`config.mk`:
```
export PLATFORM = sky130hd
export DESIGN_NAME = entrada_senha
export DESIGN_NICKNAME = d
export VERILOG_FILES = /design/src/rtl/entrada_senha.sv
export SDC_FILE = /design/constraint.sdc
export NUM_CORES = 1
export LEC_CHECK = 0
export CAP_MARGIN = 15
export CORE_AREA = 2 2 61 107
export DETAILED_ROUTE_END_ITERATION = 7
export DIE_AREA = 0 0 63 109
export GPL_TIMING_DRIVEN = 0
export HOLD_SLACK_MARGIN = 0.12
export MAX_ROUTING_LAYER = met4
export PLACE_DENSITY = 0.65
export SKIP_LAST_GASP = 1
export SLEW_MARGIN = 25
export SYNTH_ARGS = -nofsm -noshare
export SYNTH_HDL_FRONTEND = slang
export SYNTH_SLANG_ARGS = --single-unit
export TNS_END_PERCENT = 10
```
`constraint.sdc`:
```
create_clock -name clk -period 3.4 [get_ports clk]
set_clock_uncertainty 0.15 [all_clocks]
set_input_delay 0.51 -clock clk [delete_from_list [all_inputs] [get_ports clk]]
set_output_delay 0.51 -clock clk [all_outputs]
set_load 0.005 [all_outputs]
```
`src/rtl/entrada_senha.sv`:
```
// Input-side controller for the safe: debounces the confirm button, latches the switch attempt,
// reads back the comparator verdict, counts consecutive failures and enforces a timed lockout.
module entrada_senha #(
    parameter int DEBOUNCE_CYCLES = 50000,
    parameter int MAX_ERROS       = 3,
    parameter int LOCK_CYCLES     = 250000000
) (
    input  logic       clk,
    input  logic       rst_n,
    input  logic [3:0] chaves,
    input  logic       confirma_n,
    input  logic       igual,
    output logic [3:0] tentativa,
    output logic       tentativa_valida,
    output logic       aberto,
    output logic       bloqueado,
    output logic [1:0] erros
);

    localparam int DB_W = (DEBOUNCE_CYCLES > 1) ? $clog2(DEBOUNCE_CYCLES) : 1;
    localparam int LK_W = (LOCK_CYCLES > 1) ? $clog2(LOCK_CYCLES) : 1;

    localparam logic [DB_W-1:0] DB_LAST = DB_W'(DEBOUNCE_CYCLES - 1);
    localparam logic [DB_W-1:0] DB_ONE  = DB_W'(1);
    localparam logic [LK_W-1:0] LK_LOAD = LK_W'(LOCK_CYCLES - 1);
    localparam logic [LK_W-1:0] LK_ONE  = LK_W'(1);
    localparam logic [1:0]      ERR_MAX = 2'(MAX_ERROS);
    localparam logic [2:0]      ERR_LIM = 3'(MAX_ERROS);

    typedef enum logic [1:0] {OCIOSO, AVALIA, ABERTO, BLOQUEADO} estado_t;

    logic [1:0]      sync_q;
    logic            db_level_q, db_level_d;
    logic [DB_W-1:0] db_cnt_q, db_cnt_d;
    logic            press_q, press_d;

    estado_t         estado_q;
    logic [LK_W-1:0] lock_q;
    logic [3:0]      tent_q;
    logic            valid_q;
    logic            aberto_q;
    logic            bloq_q;
    logic [1:0]      erros_q;
    logic [2:0]      erros_inc;

    // Level must disagree with the debounced value for DEBOUNCE_CYCLES samples in a row to flip it
    always_comb begin
        db_cnt_d   = db_cnt_q;
        db_level_d = db_level_q;
        press_d    = 1'b0;
        if (sync_q[1] == db_level_q) begin
            db_cnt_d = '0;
        end else if (db_cnt_q == DB_LAST) begin
            db_level_d = sync_q[1];
            db_cnt_d   = '0;
            press_d    = ~sync_q[1];
        end else begin
            db_cnt_d = db_cnt_q + DB_ONE;
        end
    end

    always_ff @(posedge clk or negedge rst_n) begin
        if (!rst_n) begin
            sync_q     <= 2'b11;
            db_level_q <= 1'b1;
            db_cnt_q   <= '0;
            press_q    <= 1'b0;
        end else begin
            sync_q     <= {sync_q[0], confirma_n};
            db_level_q <= db_level_d;
            db_cnt_q   <= db_cnt_d;
            press_q    <= press_d;
        end
    end

    assign erros_inc = {1'b0, erros_q} + 3'd1;

    always_ff @(posedge clk or negedge rst_n) begin
        if (!rst_n) begin
            estado_q <= OCIOSO;
            lock_q   <= '0;
            tent_q   <= '0;
            valid_q  <= 1'b0;
            aberto_q <= 1'b0;
            bloq_q   <= 1'b0;
            erros_q  <= '0;
        end else begin
            case (estado_q)
                OCIOSO: begin
                    if (press_q) begin
                        tent_q   <= chaves;
                        valid_q  <= 1'b1;
                        estado_q <= AVALIA;
                    end
                end
                AVALIA: begin
                    valid_q <= 1'b0;
                    if (igual) begin
                        estado_q <= ABERTO;
                        aberto_q <= 1'b1;
                        erros_q  <= '0;
                    end else if (erros_inc == ERR_LIM) begin
                        estado_q <= BLOQUEADO;
                        bloq_q   <= 1'b1;
                        erros_q  <= ERR_MAX;
                        lock_q   <= LK_LOAD;
                    end else begin
                        estado_q <= OCIOSO;
                        erros_q  <= erros_inc[1:0];
                    end
                end
                ABERTO: begin
                    if (press_q) begin
                        estado_q <= OCIOSO;
                        aberto_q <= 1'b0;
                    end
                end
                BLOQUEADO: begin
                    // Presses are deliberately not looked at while locked, even on the expiry cycle
                    if (lock_q == '0) begin
                        estado_q <= OCIOSO;
                        bloq_q   <= 1'b0;
                        erros_q  <= '0;
                    end else begin
                        lock_q <= lock_q - LK_ONE;
                    end
                end
                default: estado_q <= OCIOSO;
            endcase
        end
    end

    assign tentativa        = tent_q;
    assign tentativa_valida = valid_q;
    assign aberto           = aberto_q;
    assign bloqueado        = bloq_q;
    assign erros            = erros_q;

endmodule

```
==> metrics.cfg, run 1 <==
[die]
die_x_um = 63
fp.dieArea_um2 = 6870
initial_core_util = 0.485
io_pins = 17
core_um2 = 6040
die_h_um = 109
num_rows = 38

[layout]
antenna_cells = 0
area_delta_synth_final_pct = 17.0
drive_above_1_share = 0.0976
nets = 335
utilization = 0.568

[placement]
port_buffers = 16
dp_hpwl_um = 4600
routabilityCongestion = 0.832

[yosys]
mappedNetlistArea_um2 = 2930
yosysSeqAreaShare = 0.505
synth_mux_area_frac = 0.0504
synth_seq_cells = 59
yosys.area_share.adder = 0.0171
netlist_instances = 294
yosysTopAreaCell = dfrtp_1
synth_top_family_by_area = simple AND/OR/NAND/NOR gates
synthTopCellsByArea = dfrtp_1 (48%), xnor2_1 (5.1%), nor2_1 (4.7%)
ys_types = 45
synth.avg_cell_area_um2 = 9.97
synth_compound_gate_area_share = 0.0709
yosys.area_share.xor_xnor = 0.0658
synth-simple-area-share = 0.269
synth_top_area_frac = 0.478
synth_warnings = 0
synth_nets = 306

[detailed_routing]
wl_per_cell_um = 15.2
wl_um = 6210
vias = 2269
initialDrtViolationCount = 97
post_drt_via_cell_ratio = 5.56
dr.pass1.iters = 4
drtAntennaViolNets = 0
drc_errors = 0

[timing]
setup_viol = 0
finalHoldViolCount = 0
tightestPinTransition_ns = 0.734
slew_violations = 0
fmax_ghz = 0.361
post-route-min-period_ns = 2.77
slew_headroom = 0.506
period_share = 0.815
rsz0062_at_grt = false

[job]
drv_cap = 0

[clocking]
ctsResizeCount = 0
clock-root-buffer = clkbuf_8
clkTransAtPathRegs_ns = 0.07
tritoncts = built
cts_sinks = 59
numCtsBuffers = 9
clk_path_buf_depth = 2
clock_latency_ns = 0.33
htree_num_levels = 3

[setup_path]
cp.arrival_ns = 2.87
cp_cell_sequence = nor4_1 > and4_1 > clkbuf_1 > and2_1 > clkbuf_1 > or4b_1 > mux2i_1
critPathKind = flip-flop to flip-flop
r2r_start = lock_q[16]
cp-end-kind = flip-flop
reg2reg_depth = 7
path_delay_family = simple AND/OR/NAND/NOR gates
required_ns = 3.50
worst_setup_path_start_kind = flip-flop
path_buf_inv = 2
cp_common_cell = clkbuf_1
cp_max_fo = 10
critPathSlowestCell = nor4_1
max_stage_delay_ns = 0.67
reg2reg_slack_ns = 0.63
r2r-end = lock_q[16]

[pwr]
p_leak_nw = 1.34
finalPower_mw = 1.43
irDropWorstVdd_mv = 0.308
power.density_nw_per_um2 = 417

[global_routing]
antenna_found_initial = 0
grt.total_usage = 0.206
overflow = 0
first_global_vias = 2332
grt_max_degree = 33
grt_pass1_wl_um = 10600

[worst_hold_path]
hp-start = sync_q[0]
min_delay_path_depth = 0
min_to = sync_q[1]
worstHoldPathType = flip-flop to flip-flop

[outcome]
outcome = completed

==> kinds of logic after synthesis <==
group | after synthesis
buf+inv | 17
flops | 59
mux | 14
xor+xnor | 22
fa+ha+maj | 4
simple gates | 146
compound gates | 32
==> layout make-up <==
class,instances,area [um2]
plain buffers,11,42.5
clock buffers,11,131
fillers,564,2610
clock inverters,5,77.6
repair buffers,18,188
inverters,6,22.5
well taps,80,100
multi-input cells,218,1390
flip-flops and latches,59,1480
==> state kept, by name, indices dropped and copies added (netlist names), 2 cells and up <==
register and flops:
lock_q 28, db_cnt_q 16, tentativa 4, erros 2, estado_q 2, sync_q 2
==> layer usage <==
layer / part of all wire / track usage
met3: 0.022 / 0.0402
met2: 0.57 / 0.379
met5: 0 / -
met4: 0.022 / 0.0952
met1: 0.39 / 0.208
==> through the flow <==
stage	instance area, um2	hold WS (ns)	worst slack (ns)	TNS, ns	std cells
2_1_floorplan	2930	0.0644	0.926	0	294
3_3_place_gp	3190	0.195	-0.258	-14.23	390
3_5_place_dp	3210	0.198	0.657	0	391
4_1_cts	3430	0.208	0.623	0	408
5_1_grt	3430	0.211	0.412	0	408
6_report	3430	0.207	0.629	0	408
==> worst max-delay path by stage <==
stage,start,endpoint,slack (ns),depth (start not counted)
finish,lock_q[16],lock_q[16],0.63,7
global route,lock_q[4],lock_q[11],0.41,7
CTS,lock_q[4],lock_q[16],0.62,7
detailed placement,lock_q[4],estado_q[1],0.66,6
global placement,rst_n,db_cnt_q[4],-0.26,1
floorplan,lock_q[4],lock_q[11],0.93,5
==> cell usage after synthesis (all sizes together) <==
| master | instances |
|---|---|
| and3 | 9 |
| o311ai | 3 |
| nand4 | 6 |
| o21a | 1 |
| and2 | 1 |
| o21ai | 6 |
| inv | 6 |
| nand2 | 23 |
| mux2 | 6 |
| ha | 4 |
| nor2 | 37 |
| a31oi | 3 |
| a21bo | 1 |
| a2111oi | 1 |
| a21boi | 1 |
| xor2 | 5 |
| nor4b | 3 |
| nor4 | 10 |
| o31ai | 2 |
| or4 | 9 |
| nor2b | 3 |
| dfrtp | 56 |
| buf | 1 |
| nand4b | 1 |
| nor3b | 1 |
| mux2i | 8 |
| clkbuf | 10 |
| xnor2 | 17 |
| nand3 | 13 |
| a211oi | 3 |
| nor3 | 16 |
| a21o | 1 |
| and4b | 1 |
| a21oi | 9 |
| or2 | 2 |
| nand2b | 1 |
| or4b | 2 |
| a22o | 1 |
| or3 | 4 |
| dfstp | 3 |
| and4 | 4 |
==> power by group <==
part,total [mW],switching [mW],internal [mW]
combinational,0.0397,0.0234,0.0163
clock,0.677,0.266,0.410
sequential,0.713,0.00452,0.708
total,1.43,0.294,1.14
==> layout by cell type (no fill, tap or decap), types with 3 or more instances in the layout <==
master	synthesis	layout
dfrtp_1	56	56
nor2_1	37	37
nand2_1	23	23
xnor2_1	17	17
nor3_1	16	16
clkdlybuf4s50_1	0	15
nand3_1	13	13
clkbuf_1	10	12
and3_1	9	9
a21oi_1	9	9
clkbuf_8	0	9
or4_1	8	8
nor4_1	8	8
mux2i_1	8	8
inv_1	6	6
nand4_1	6	6
mux2_2	6	6
xor2_1	5	5
and4_1	4	4
or3_1	4	4
o21ai_1	4	4
ha_1	4	4
nor4b_1	3	3
a211oi_1	3	3
nor2b_1	3	3
a31oi_1	3	3
dfstp_2	3	3
==> what timing repair did <==
item                                    in CTS  in global routing
hold buffers                                 1                  0
endpoints found under the hold margin       25                  0
setup buffers                                0                  0
endpoints found under the setup margin       0                  0
Power figures use the tool's default switching activity.
==> run 2: changes to the inputs <==
PLACE_DENSITY = 0.68   (was 0.65)
clock period = 2.3 ns   (was 3.4 ns; I/O delays follow)
==> metrics.cfg, run 2 (same netlist as run 1, synthesis figures left out) <==
[layout]
area_delta_synth_final_pct = 24.3
final_common_cell = dfrtp_1
drive_above_1_share = 0.201
n_fill_cell = 531
antenna_cells = 0
layout_common_cells = dfrtp_1 (52), nor2_1 (37), nand2_1 (22), xnor2_1 (17), buf_4 (17)
largest_reg_flops = 28
nets = 346
regMostFlops = lock_q

[die]
initial_core_util = 0.485
die_x_um = 63
num_rows = 38
core_um2 = 6040
die_h_um = 109
io_pins = 17
fp.dieArea_um2 = 6870

[timing]
fmax_ghz = 0.417
post-route-min-period_ns = 2.40
hold_ws_ns = 0.209
tightestPinTransition_ns = 0.543
period_share = 1.04
finalHoldViolCount = 0
slew_violations = 0
fin_tns_setup_ns = -0.419
slew_headroom = 0.638
fin_ws_ns = -0.0977
rsz0062_at_grt = true
setup_viol = 7

[setup_path]
worst_setup_path_start_kind = flip-flop
required_ns = 2.39
cp.arrival_ns = 2.49
critPathKind = flip-flop to flip-flop
cp-end-kind = flip-flop
cp_max_fo = 4

[outcome]
outcome = complete, but fails checks
violations = setup timing

[clocking]
clkTransAtPathRegs_ns = 0.07
htree_num_levels = 3
numCtsBuffers = 9
clock_latency_ns = 0.36
clock-root-buffer = clkbuf_8
tritoncts = built
cts_sinks = 59
clk_path_buf_depth = 2

[detailed_routing]
wl_um = 6640
wl_per_cell_um = 15.8
drc_errors = 0
drtAntennaViolNets = 0
post_drt_via_cell_ratio = 5.72
initialDrtViolationCount = 132
vias = 2397
dr.pass1.iters = 4

[global_routing]
grt.total_usage = 0.223
grt_util_met3 = 0.0423
grt_busiest_layer = met2
grt_max_degree = 43
antenna_found_initial = 0
grtUsageMet1 = 0.215
overflow = 0
grt_util_met2 = 0.400
first_global_vias = 2501
grt_pass1_wl_um = 11300

[job]
drv_cap = 0

[pwr]
p_leak_nw = 1.44
power.density_nw_per_um2 = 570
finalPower_mw = 2.08
irDropWorstVdd_mv = 0.449

[worst_hold_path]
worstHoldPathType = flip-flop to flip-flop

[placement]
routabilityCongestion = 0.838
dp_hpwl_um = 4600
port_buffers = 16

-- run 2: stage by stage --
stage / utilization / cells / worst slack, ns / area [um2]
2_1_floorplan: - / 294 / -0.0614 / 2940
3_3_place_gp: 0.530 / 390 / -1.14 / 3200
3_5_place_dp: 0.533 / 391 / -0.337 / 3220
4_1_cts: 0.595 / 420 / -0.119 / 3590
5_1_grt: 0.603 / 419 / -0.128 / 3640
6_report: 0.603 / 419 / -0.0977 / 3640
-- run 2: final timing paths --
kind,from,cells after the start,slack [ns],to
worst min-delay path,sync_q[0],0,0.21,sync_q[1]
max in group asynchronous,rst_n,3,1.20,sync_q[0]
worst max-delay path,lock_q[9],4,-0.1,lock_q[16]
min in group asynchronous,rst_n,2,0.24,lock_q[19]
worst min register to register,sync_q[0],0,0.21,sync_q[1]
worst max register to register,lock_q[9],4,-0.1,lock_q[16]
-- run 2: final cells by class --
cell class / instances / area [um2] / area share
Buffer: 7 / 35.0 / 0.00962
Clock buffer: 14 / 163 / 0.0447
Tap cell: 80 / 100 / 0.0275
Multi-Input combinational cell: 218 / 1500 / 0.412
Sequential cell: 59 / 1490 / 0.408
Clock inverter: 2 / 35.0 / 0.00962
Inverter: 6 / 22.5 / 0.00619
Timing Repair Buffer: 33 / 300 / 0.0825
-- run 2: routing by layer --
| metal | routed length [um] | vias to the layer above |
|---|---|---|
| met3 | 247 | 14 |
| met5 | 0 | - |
| met4 | 154 | 0 |
| met2 | 3770 | 51 |
| li1 | - | 1144 |
| met1 | 2460 | 1188 |
-- run 2: repair_timing --
action / in CTS / in global routing
pin swaps: 6 / 1
hold endpoints to repair: 56 / 0
setup endpoints to repair: 30 / 29
hold buffers: 1 / 0
cloned: 0 / 0
buffers inserted: 14 / 1
gates resized for setup: 16 / 20
-- run 2: power breakdown --
part           leakage (nW)  total (mW)  internal, mW  switching [mW]
registers             0.676        1.05          1.05         0.00736
logic                 0.667      0.0567        0.0235          0.0332
clock network         0.101       0.966         0.559           0.407
-- run 2: worst max-delay path, cell delays in order, from the launching register on --
cell and delay [ns]:
dfrtp_1 0.40, or4_4 0.53, or4b_4 0.58, or4b_4 0.50, mux2i_1 0.13
